File: src/rtl/pipe_stall_ctrl.sv
// Pipeline stall/flush controller: tracks one outstanding data-memory access
// (IDLE -> WAIT -> DONE) and derives the stall vector, flush and error strobes.
module pipe_stall_ctrl #(
    parameter int TIMEOUT = 16
) (
    input  logic       clk,
    input  logic       rst,
    input  logic       stallreq_id_i,
    input  logic       stallreq_ex_i,
    input  logic       mem_access_i,
    input  logic       dmem_ack_i,
    input  logic       excp_i,
    output logic [5:0] stall_o,
    output logic       flush_o,
    output logic       dmem_req_o,
    output logic       mem_err_o
);

    typedef enum logic [1:0] {
        S_IDLE = 2'd0,
        S_WAIT = 2'd1,
        S_DONE = 2'd2
    } state_t;

    localparam logic [7:0] LAST_CNT = 8'(TIMEOUT - 1);

    state_t     state_r;
    state_t     state_nxt_s;
    logic [7:0] cnt_r;
    logic [7:0] cnt_nxt_s;
    logic       launch_s;
    logic       timeout_s;
    logic       mem_stall_s;

    // State and wait-cycle counter register
    always_ff @(posedge clk) begin
        if (!rst) begin
            state_r <= S_IDLE;
            cnt_r   <= 8'd0;
        end else begin
            state_r <= state_nxt_s;
            cnt_r   <= cnt_nxt_s;
        end
    end

    // Next-state and counter logic; an exception always aborts to IDLE
    always_comb begin
        state_nxt_s = state_r;
        cnt_nxt_s   = cnt_r;
        if (excp_i) begin
            state_nxt_s = S_IDLE;
            cnt_nxt_s   = 8'd0;
        end else begin
            case (state_r)
                S_IDLE: begin
                    if (mem_access_i) begin
                        state_nxt_s = S_WAIT;
                    end else begin
                        state_nxt_s = S_IDLE;
                    end
                    cnt_nxt_s = 8'd0;
                end
                S_WAIT: begin
                    // Ack takes precedence over an expiring counter
                    if (dmem_ack_i) begin
                        state_nxt_s = S_DONE;
                        cnt_nxt_s   = 8'd0;
                    end else if (cnt_r == LAST_CNT) begin
                        state_nxt_s = S_IDLE;
                        cnt_nxt_s   = 8'd0;
                    end else begin
                        state_nxt_s = S_WAIT;
                        cnt_nxt_s   = (cnt_r == 8'hFF) ? cnt_r : cnt_r + 8'd1;
                    end
                end
                S_DONE: begin
                    state_nxt_s = S_IDLE;
                    cnt_nxt_s   = 8'd0;
                end
                default: begin
                    state_nxt_s = S_IDLE;
                    cnt_nxt_s   = 8'd0;
                end
            endcase
        end
    end

    // Output decode: memory request, stall vector, flush and error strobes
    always_comb begin
        launch_s    = 1'b0;
        timeout_s   = 1'b0;
        mem_stall_s = 1'b0;
        dmem_req_o  = 1'b0;
        flush_o     = 1'b0;
        mem_err_o   = 1'b0;
        stall_o     = 6'b000000;
        if (!rst) begin
            dmem_req_o = 1'b0;
            flush_o    = 1'b0;
            mem_err_o  = 1'b0;
            stall_o    = 6'b000000;
        end else begin
            launch_s    = (state_r == S_IDLE) && mem_access_i;
            timeout_s   = (state_r == S_WAIT) && !dmem_ack_i && (cnt_r == LAST_CNT);
            mem_stall_s = launch_s || ((state_r == S_WAIT) && !dmem_ack_i);
            flush_o     = excp_i || timeout_s;
            mem_err_o   = timeout_s && !excp_i;
            dmem_req_o  = !excp_i && (launch_s || (state_r == S_WAIT));
            if (flush_o) begin
                stall_o = 6'b000000;
            end else if (mem_stall_s) begin
                stall_o = 6'b011111;
            end else if (stallreq_ex_i) begin
                stall_o = 6'b001111;
            end else if (stallreq_id_i) begin
                stall_o = 6'b000111;
            end else begin
                stall_o = 6'b000000;
            end
        end
    end

endmodule

File: config.mk
export PLATFORM = sky130hd
export DESIGN_NAME = pipe_stall_ctrl
export DESIGN_NICKNAME = d
export VERILOG_FILES = /design/src/rtl/pipe_stall_ctrl.sv
export SDC_FILE = /design/constraint.sdc
export NUM_CORES = 1
export LEC_CHECK = 0
export ABC_AREA = 1
export CORE_ASPECT_RATIO = 0.9
export CORE_MARGIN = 5
export CORE_UTILIZATION = 40
export CTS_CLUSTER_SIZE = 40
export DETAILED_ROUTE_END_ITERATION = 12
export PLACE_DENSITY = 0.64
export SYNTH_ARGS = -nofsm -noshare
export SYNTH_HDL_FRONTEND = slang
export SYNTH_SLANG_ARGS = --single-unit
File: constraint.sdc
create_clock -name clk -period 2.9 [get_ports clk]
set_clock_uncertainty 0.1 [all_clocks]
set_input_delay 0.58 -clock clk [delete_from_list [all_inputs] [get_ports clk]]
set_output_delay 0.58 -clock clk [all_outputs]
set_load 0.05 [all_outputs]
==> flow_metrics.tcl <==
set metrics [dict create \
    outcome "finished, final reports clean" \
    wl_um 1510 \
    grt_antenna_before_repair 0 \
    clockBufferDepth 2 \
    crit_path_max_fanout 4 \
    first_pass_iters 4 \
    hp-class "flop to flop" \
    ys_seq_area_share_pct 29.3 \
    cts_tree "yes" \
    tns_ns 0 \
    crit_arrival_ns 1.87 \
    drive_gt1_share_pct 27.8 \
    async_reset_ff_share_pct 0 \
    synth_top_flop_cell "dfxtp_1" \
    hold_buffers 0 \
    initial_utilization_pct 41.6 \
    postPlaceCellArea_um2 912 \
    grt_pass1_vias 581 \
    fill_cells 161 \
    maxCapViolCount 0 \
    syn-num-nets 108 \
    synth_seq_cells 10 \
    drcViolationCount 0 \
    wl_per_cell_um 10.9 \
    port_buffers 14 \
    cts_buffers 3 \
    ios 16 \
    period_minus_slack_ns 2.55 \
    cts_root_buf "clkbuf_4" \
    cp_top_family "buffers and inverters" \
    cp-end-kind "output pin" \
    hold_viol 0 \
    slew_viol_final 0 \
    cp.required_ns 2.22 \
    p_per_area_nw_per_um2 360 \
    clock_latency_ns 0.27 \
    syn_to_final_growth_pct 38.6 \
    n_antenna_cell 0 \
    ant_nets 0 \
    drtIter0Drc 13 \
    finalInstanceArea_um2 948 \
    row_count 14 \
    core_um2 1650 \
    die_x_um 53.6 \
    gp_routability_congestion 0.843 \
    ys_warn_count 0 \
    nNetsFinal 124 \
    critPathKind "primary input to output pin" \
    vias 632 \
    via_per_inst 4.55 \
    holdWs_ns 0.421 \
    avgSynthCellArea_um2 6.84 \
    ys_types 22 \
    overflow 0 \
    peakVddDrop_v 0.000210 \
    fmax_ghz 0.392 \
    grtUsageTotal_pct 13.3 \
    post_cts_buffers 0 \
    r2r_start "cnt_r[0]$_SDFFE_PP0P_" \
    path_cells "clkdlybuf4s50_1, inv_1, nand2_1, inv_1, nand2_2, nand3_2, nand2_1, buf_12" \
    htreeDepth 1 \
    dp_hpwl_um 1220 \
    worstPathBufferInverterCount 4 \
    power.leakage_nw 0.372 \
    die_area_um2 2640 \
    timing.critical_path.from "dmem_ack_i" \
    cts_resized 0 \
    grt_pass1_wl_um 2560 \
    path_clk_slew_ns 0.07 \
    cp_slowest_cell "clkdlybuf4s50_1" \
    cts.sink_count 10 \
    slowest_delay_ns 0.48 \
    period_share_pct 87.9 \
    synth_area_um2 684 \
    die_y_um 49.2 \
    setup_violations 0 \
    synth_cells 100 \
    rsz0062_at_grt "no" \
    synth_edf_count 0 \
    cp-start-kind "primary input" \
    grt_max_degree 7 \
    worstHoldStart "cnt_r[6]$_SDFFE_PP0P_" \
]
synthesized netlist by cell type, types with 2 or more instances:
master / count / share of area (%)
a21oi_1: 3 / 2.2
a21oi_2: 5 / 6.4
buf_4: 3 / 3.3
dfxtp_1: 10 / 29
inv_1: 12 / 6.6
nand2_1: 21 / 12
nand2_2: 2 / 1.8
nand3_1: 9 / 6.6
nand3_2: 3 / 4.4
nor2_1: 14 / 7.7
nor2_2: 5 / 4.6
nor2_4: 2 / 3.3
xnor2_1: 2 / 2.6
area by class of cell:
class                           count  area [um^2]  area share (%)
Timing Repair Buffer               14          220            23.2
Clock buffer                        4         36.3            3.83
Inverter                           14         56.3            5.94
Tap cell                           24         30.0            3.17
Multi-Input combinational cell     73          405            42.7
Sequential cell                    10          200            21.1
sequential cells by signal, summed over array words and instances, names as in the netlist:
name and flops:
cnt_r 8, state_r 2
per-layer routing:
layer | GRT usage (%) | up-vias | share of wire (%)
met5 | 0 | - | 0
met4 | 3.83 | 0 | 0.86
met3 | 5.50 | 2 | 5.8
met2 | 19.2 | 17 | 46
met1 | 17.7 | 272 | 47
li1 | - | 341 | -
power by group:
group | switching (W) | internal, W
Sequential | 0.000000589 | 0.000138
Clock | 0.0000500 | 0.0000763
Combinational | 0.0000423 | 0.0000341
Total | 0.0000929 | 0.000249
through the flow:
| stage | worst slack [ns] | power [W] | utilization, % | instances |
|---|---|---|---|---|
| finish | 0.351 | 0.000341 | 57.6 | 139 |
| global route | 0.265 | 0.000359 | 57.6 | 139 |
| CTS | 0.354 | 0.000346 | 57.6 | 139 |
| detailed placement | 0.356 | 0.000218 | 55.4 | 135 |
| global placement | 0.353 | 0.000219 | 55.4 | 135 |
| floorplan | 0.338 | 0.000183 | - | 100 |
logic make-up after synthesis:
kind of cell             count (synthesis)  synth area share, %
AND/OR/NAND/NOR                         59                 43.3
buffers and inverters                   17                 11.5
flip-flops                              10                 29.3
adder cells (fa/ha/maj)                  1                 1.83
other                                    1                0.548
XOR/XNOR                                 3                 3.84
AO/OA/AOI/OAI                            9                 9.69
final timing paths:
kind / end / slack (ns) / cells after the start
hold reg to reg: cnt_r[6]$_SDFFE_PP0P_ / 0.42 / 2
setup reg to reg: cnt_r[4]$_SDFFE_PP0P_ / 1.45 / 6
hold / removal: cnt_r[6]$_SDFFE_PP0P_ / 0.42 / 2
setup / recovery: stall_o[0] / 0.35 / 8
tightest hold or removal path: stages (launching register included):
cell     delay [ns]
dfxtp_1        0.34
nand2_1        0.09
a21oi_2        0.05
layout by cell type, fill, tap and decap left out:
cell              n
dfxtp_1          10
nand3_1           9
a211oi_1          1
xnor2_1           2
buf_12            8
nand2_1          21
nor2_4            2
clkdlybuf4s50_1   6
clkbuf_4          3
nand3b_1          1
inv_1            12
nor3_1            1
xor2_1            1
a21oi_2           5
clkbuf_8          1
clkinv_2          1
inv_4             1
nor2_1           14
nand2_2           2
nor2_2            5
nand3_2           3
a21oi_1           3
ha_1              1
nand2_4           1
conb_1            1
No activity file was read; power rests on OpenSTA's default activity.
